File: src/rtl/uart_tx.sv
// uart_tx: 8-bit UART transmitter with 1 start bit, 8 data bits LSB first,
// optional even/odd parity, and 1 or 2 stop bits.
// The line output is registered, so it follows the FSM state by one clock.
module uart_tx #(
  parameter int CLK_FREQ_HZ = 100000000,
  parameter int BAUD_RATE   = 115200,
  parameter int PARITY      = 0,   // 0 none, 1 even, 2 odd
  parameter int STOP_BITS   = 1    // 1 or 2
) (
  input  logic       clk,
  input  logic       rst_n,
  input  logic [7:0] symbol_i,
  input  logic       valid_i,
  output logic       ready_o,
  output logic       busy_o,
  output logic       uart_txd_in
);

  localparam int BIT_CYCLES = CLK_FREQ_HZ / BAUD_RATE;
  localparam int CNT_W      = (BIT_CYCLES > 1) ? $clog2(BIT_CYCLES) : 1;
  localparam logic [CNT_W-1:0] CNT_LAST  = CNT_W'(BIT_CYCLES - 1);
  localparam logic [2:0]       STOP_LAST = 3'(STOP_BITS - 1);
  localparam logic             PAR_ODD   = (PARITY == 2);

  typedef enum logic [2:0] {
    S_IDLE, S_START, S_DATA, S_PARITY, S_STOP
  } state_e;

  state_e           state_q, state_d;
  logic [CNT_W-1:0] cnt_q, cnt_d;     // baud counter, cycles within one bit
  logic [2:0]       idx_q, idx_d;     // data bit index, reused as stop bit index
  logic [7:0]       shreg_q, shreg_d;
  logic             par_q, par_d;     // running XOR of bits already sent
  logic             txd_q, line_d;
  logic             bit_end;

  assign bit_end     = (cnt_q == CNT_LAST);
  assign busy_o      = (state_q != S_IDLE);
  assign ready_o     = !busy_o;
  assign uart_txd_in = txd_q;

  // Next-state logic: the baud counter wraps at the end of each bit, which is
  // also the only point where the state changes, so it restarts at every transition.
  always_comb begin
    state_d = state_q;
    cnt_d   = bit_end ? '0 : cnt_q + CNT_W'(1);
    idx_d   = idx_q;
    shreg_d = shreg_q;
    par_d   = par_q;
    case (state_q)
      S_IDLE: begin
        cnt_d = '0;
        if (valid_i) begin
          state_d = S_START;
          shreg_d = symbol_i;
          par_d   = 1'b0;
          idx_d   = '0;
        end
      end
      S_START: begin
        if (bit_end) begin
          state_d = S_DATA;
          idx_d   = '0;
        end
      end
      S_DATA: begin
        if (bit_end) begin
          shreg_d = {1'b0, shreg_q[7:1]};
          par_d   = par_q ^ shreg_q[0];
          if (idx_q == 3'd7) begin
            state_d = (PARITY != 0) ? S_PARITY : S_STOP;
            idx_d   = '0;
          end else begin
            idx_d = idx_q + 3'd1;
          end
        end
      end
      S_PARITY: begin
        if (bit_end) begin
          state_d = S_STOP;
          idx_d   = '0;
        end
      end
      S_STOP: begin
        if (bit_end) begin
          if (idx_q == STOP_LAST) begin
            state_d = S_IDLE;
            idx_d   = '0;
          end else begin
            idx_d = idx_q + 3'd1;
          end
        end
      end
      default: begin
        state_d = S_IDLE;
        cnt_d   = '0;
        idx_d   = '0;
      end
    endcase
  end

  // Line level for the current state; parity uses the bits latched at transfer.
  always_comb begin
    line_d = 1'b1;
    case (state_q)
      S_START:  line_d = 1'b0;
      S_DATA:   line_d = shreg_q[0];
      S_PARITY: line_d = par_q ^ PAR_ODD;
      default:  line_d = 1'b1;
    endcase
  end

  // State and datapath registers; the pad driver is a flop so it never glitches.
  always_ff @(posedge clk or negedge rst_n) begin
    if (!rst_n) begin
      state_q <= S_IDLE;
      cnt_q   <= '0;
      idx_q   <= '0;
      shreg_q <= '0;
      par_q   <= 1'b0;
      txd_q   <= 1'b1;
    end else begin
      state_q <= state_d;
      cnt_q   <= cnt_d;
      idx_q   <= idx_d;
      shreg_q <= shreg_d;
      par_q   <= par_d;
      txd_q   <= line_d;
    end
  end

endmodule

File: config.mk
export PLATFORM = sky130hd
export DESIGN_NAME = uart_tx
export DESIGN_NICKNAME = d
export VERILOG_FILES = /design/src/rtl/uart_tx.sv
export SDC_FILE = /design/constraint.sdc
export NUM_CORES = 1
export LEC_CHECK = 0
export ABC_AREA = 1
export BUFFER_PORTS_ARGS = -buffer_cell sky130_fd_sc_hd__buf_2
export CAP_MARGIN = 20
export CELL_PAD_IN_SITES_DETAIL_PLACEMENT = 0
export CELL_PAD_IN_SITES_GLOBAL_PLACEMENT = 1
export CORE_MARGIN = 4
export CORE_UTILIZATION = 43
export CTS_BUF_LIST = sky130_fd_sc_hd__clkbuf_8
export DETAILED_ROUTE_END_ITERATION = 8
export GPL_ROUTABILITY_DRIVEN = 0
export PLACE_DENSITY = 0.88
export SKIP_CTS_REPAIR_TIMING = 1
export SYNTH_ARGS = -nofsm -noshare
export SYNTH_HDL_FRONTEND = slang
export SYNTH_SLANG_ARGS = --single-unit
File: constraint.sdc
create_clock -name clk -period 1.9 [get_ports clk]
set_input_delay 0.38 -clock clk [delete_from_list [all_inputs] [get_ports clk]]
set_output_delay 0.38 -clock clk [all_outputs]
set_load 0.1 [all_outputs]
==> metrics.log <==
[metrics] type of the worst setup path: reg -> out
[metrics] area of combinational cells with multiple inputs: approximately 700 um^2
[metrics] final number of max-transition violations: 0
[metrics] DPL Wire Length: between 2 and 2.5 mm
[metrics] worst relative slew slack: 0.607
[metrics] core area: around 3100 um^2
[metrics] count of endpoints failing hold in the final timing report: 0
[metrics] starting density of the core: 0.457
[metrics] arrival time reported for the critical path endpoint: between 1000 and 1500 ps
[metrics] leading cell type in the layout, fill and taps excluded: sky130_fd_sc_hd__nand2_1
[metrics] Top delay family on crit path: flip-flops
[metrics] TritonCTS sink count: 26
[metrics] total power divided by cell area: ~550 nW/um^2
[metrics] CTS H-tree depth: 1
[metrics] Max Clk Rate: ~550 MHz
[metrics] full die area: between 4000 and 5000 um^2
[metrics] stages on the worst setup path: 5
[metrics] worst setup path startpoint: state_q[1]
[metrics] combined flip-flop and latch cell area: approximately 650 um^2
[metrics] drt wl/cell: ~12 um
[metrics] Max-cap violations: 0
[metrics] largest stage delay on the critical path: 470 ps
[metrics] Final setup violation count: 0
[metrics] CP dominant cell by count: sky130_fd_sc_hd__nor2_4
[metrics] first-pass GRT wire length: ~5.4 mm
[metrics] CP max-delay cell: sky130_fd_sc_hd__dfrtp_2
[metrics] leakage power: 0.868 nW
[metrics] buffer levels on the longest clock path: 2
[metrics] Setup crit end kind: output pin
[metrics] number of rows created at floorplan: 20
[metrics] total wirelength of the detailed-routed design: slightly below 3 mm
[metrics] Layout fillers: approximately 310
[metrics] clock transition at the registers of the reported paths: around 90 ps
[metrics] Clock Tree Root: sky130_fd_sc_hd__clkbuf_8
[metrics] worst endpoint required time: roughly 1500 ps
[metrics] synthesized area: about 1400 um^2
[metrics] startpoint of the worst register-to-register path: cnt_q[0]
[metrics] Mapped Avg Cell Area: between 7 and 8 um^2
[metrics] Initial DRC Count: 46
[metrics] most used cells in the layout excluding fill and tap cells: sky130_fd_sc_hd__nand2_1 (70), sky130_fd_sc_hd__dfrtp_1 (24), sky130_fd_sc_hd__inv_1 (17), sky130_fd_sc_hd__nor2_1 (17), sky130_fd_sc_hd__nand3_1 (14)
[metrics] Die W: 65.6 um
[metrics] worst reg-to-reg setup slack: ~320 ps
[metrics] final setup margin: a little over 90 ps
[metrics] total I/O pin count: 14
[metrics] Buf+Inv Stages, Crit Path: 3
[metrics] remaining design rule violation count: 0
[metrics] largest vdd supply drop: between 0.2 and 0.3 mV
[metrics] accumulated negative setup slack: 0 ps
[metrics] clock tree from TritonCTS: yes
[metrics] cells on worst reg2reg path: 8
[metrics] vias in the first global route: roughly 1.2k
[metrics] timing endpoint of the critical path: busy_o
[metrics] Layout Area Growth over Synthesis: 15.2%
[metrics] post-synthesis net count: around 200
[metrics] fraction of layout instances using a drive strength above 1: 0.202
[metrics] unrepaired setup endpoints after global routing: no
[metrics] Post-Synthesis Cells: approximately 190
[metrics] Hold Path Class: in -> async
[metrics] Synthesis Warnings: 0
[metrics] total of flip-flops plus latches after synthesis: 26
[metrics] worst hold slack: slightly below 100 ps
[metrics] fin crit period: 1810 ps
[metrics] period utilisation layout: 0.952
[metrics] initial antenna violation count: 0
[metrics] Least-Margin Pin Slew: between 500 and 600 ps
[metrics] launching element type of the critical path: flip-flop
[metrics] critical-path cell list: nor2_4 > inv_2 > nor2_4 > inv_8 > buf_6
[metrics] Ant. Diodes: 0
[metrics] Total Nets Final: 219
[metrics] DIE HEIGHT: about 66 um
[metrics] overall fraction of global-route tracks in use: 0.163
[metrics] pre-CTS setup slack: approximately 200 ps
[metrics] endpoint of the most critical register-to-register path: idx_q[2]
[metrics] part of the Yosys area used for sequential elements: 0.456
[metrics] via count normalized by instance count: around 5
[metrics] pin count of the biggest net entering global routing: 27
[metrics] maximum fanout encountered on the critical timing path: 6
[metrics] number of placed instances, taps included: 242
[metrics] number of vias in the routed layout: roughly 1.2k
[metrics] Skew-Pair Late Insertion Delay: about 270 ps
[metrics] run status: completed
[metrics] Buffers on Ports: 13
[metrics] non-filler instance count after layout: between 200 and 250
[metrics] count of nets left with antenna violations after detail routing: 0
[metrics] Worst Clk Skew: ~1.8 ps
[metrics] Synth cell types: 24
[metrics] total CTS buffers: 3
[metrics] overflow left after global routing: 0
[metrics] number of optimization iterations in the first detailed-route pass: 4
==> flip-flops by register name, summed over array words and instances (netlist names) <==
signal	count
uart_txd_in	1
shreg_q	8
cnt_q	10
state_q	3
par_q	1
idx_q	3
==> through the flow <==
stage / cell area, um^2 / utilization / total power [mW]
floorplan: 1450 / - / 0.572
global placement: 1580 / 0.504 / 0.594
detailed placement: 1580 / 0.504 / 0.594
CTS: 1620 / 0.518 / 0.920
global route: 1650 / 0.526 / 0.953
finish: 1650 / 0.526 / 0.905
==> per-layer routing <==
layer	GRT usage	share of wire	wire length [um]
met1	0.175	0.39	1140
met5	0	0	0
met2	0.309	0.56	1630
met3	0.0256	0.036	104
met4	0.0674	0.018	54
==> worst min path at each step <==
stage	to	slack [ps]	startpoint
after floorplan	cnt_q[0]	80	rst_n
after global placement	idx_q[0]	420	rst_n
after detailed placement	cnt_q[2]	420	rst_n
after CTS	cnt_q[2]	120	rst_n
after global routing	cnt_q[2]	150	rst_n
final	cnt_q[2]	100	rst_n
==> area by class of cell <==
type,instances,area share
clock buffers,3,0.0251
clock inverters,1,0.00228
inverters,21,0.0524
multi-input cells,136,0.424
flip-flops and latches,26,0.397
well taps,44,0.0334
repair buffers,16,0.0661
==> Yosys cell counts <==
master / count / area, um^2
sky130_fd_sc_hd__nand4_1: 4 / 25.0
sky130_fd_sc_hd__xor2_1: 2 / 17.5
sky130_fd_sc_hd__buf_6: 1 / 11.3
sky130_fd_sc_hd__ha_1: 4 / 50.1
sky130_fd_sc_hd__nand3_2: 3 / 30.0
sky130_fd_sc_hd__inv_1: 16 / 60.1
sky130_fd_sc_hd__nand2_4: 2 / 22.5
sky130_fd_sc_hd__nor3_1: 2 / 10.0
sky130_fd_sc_hd__nand2_2: 4 / 25.0
sky130_fd_sc_hd__nand3_1: 14 / 70.1
sky130_fd_sc_hd__buf_2: 1 / 5.00
sky130_fd_sc_hd__nor3b_2: 1 / 12.5
sky130_fd_sc_hd__nor2_2: 2 / 12.5
sky130_fd_sc_hd__buf_4: 1 / 7.51
sky130_fd_sc_hd__inv_2: 5 / 18.8
sky130_fd_sc_hd__o21ai_1: 4 / 20.0
sky130_fd_sc_hd__nand2_1: 70 / 263
sky130_fd_sc_hd__a21oi_1: 3 / 15.0
sky130_fd_sc_hd__dfrtp_1: 25 / 626
sky130_fd_sc_hd__nor2_4: 1 / 11.3
sky130_fd_sc_hd__xnor2_1: 2 / 17.5
sky130_fd_sc_hd__nor2_1: 17 / 63.8
sky130_fd_sc_hd__dfstp_2: 1 / 26.3
sky130_fd_sc_hd__a31o_2: 1 / 8.76
==> power breakdown <==
part	total, mW	switching (mW)	leakage [nW]	internal, mW
clock	0.323	0.178	0.0269	0.145
combinational	0.0293	0.0183	0.503	0.0110
sequential	0.553	0	0.338	0.553
==> worst reg2reg max path, cell delays in order (launching register included) <==
cell and delay, ps:
sky130_fd_sc_hd__dfrtp_1 390, sky130_fd_sc_hd__ha_1 200, sky130_fd_sc_hd__inv_1 80, sky130_fd_sc_hd__nor3_2 170
sky130_fd_sc_hd__nand2_1 130, sky130_fd_sc_hd__nand2_2 220, sky130_fd_sc_hd__nand2_2 140, sky130_fd_sc_hd__nand2_1 80
sky130_fd_sc_hd__o21ai_1 60
==> cells by family after synthesis <==
logic type                 after synthesis  synth area share
buffers and inverters                   24            0.0718
and+or+nand+nor                        120             0.382
adders and majority gates                4            0.0350
DFF                                     26             0.456
AOI/OAI and AO/OA                        8            0.0306
xor gates and xnor gates                 4            0.0245
(Power assumes the default switching activity.)
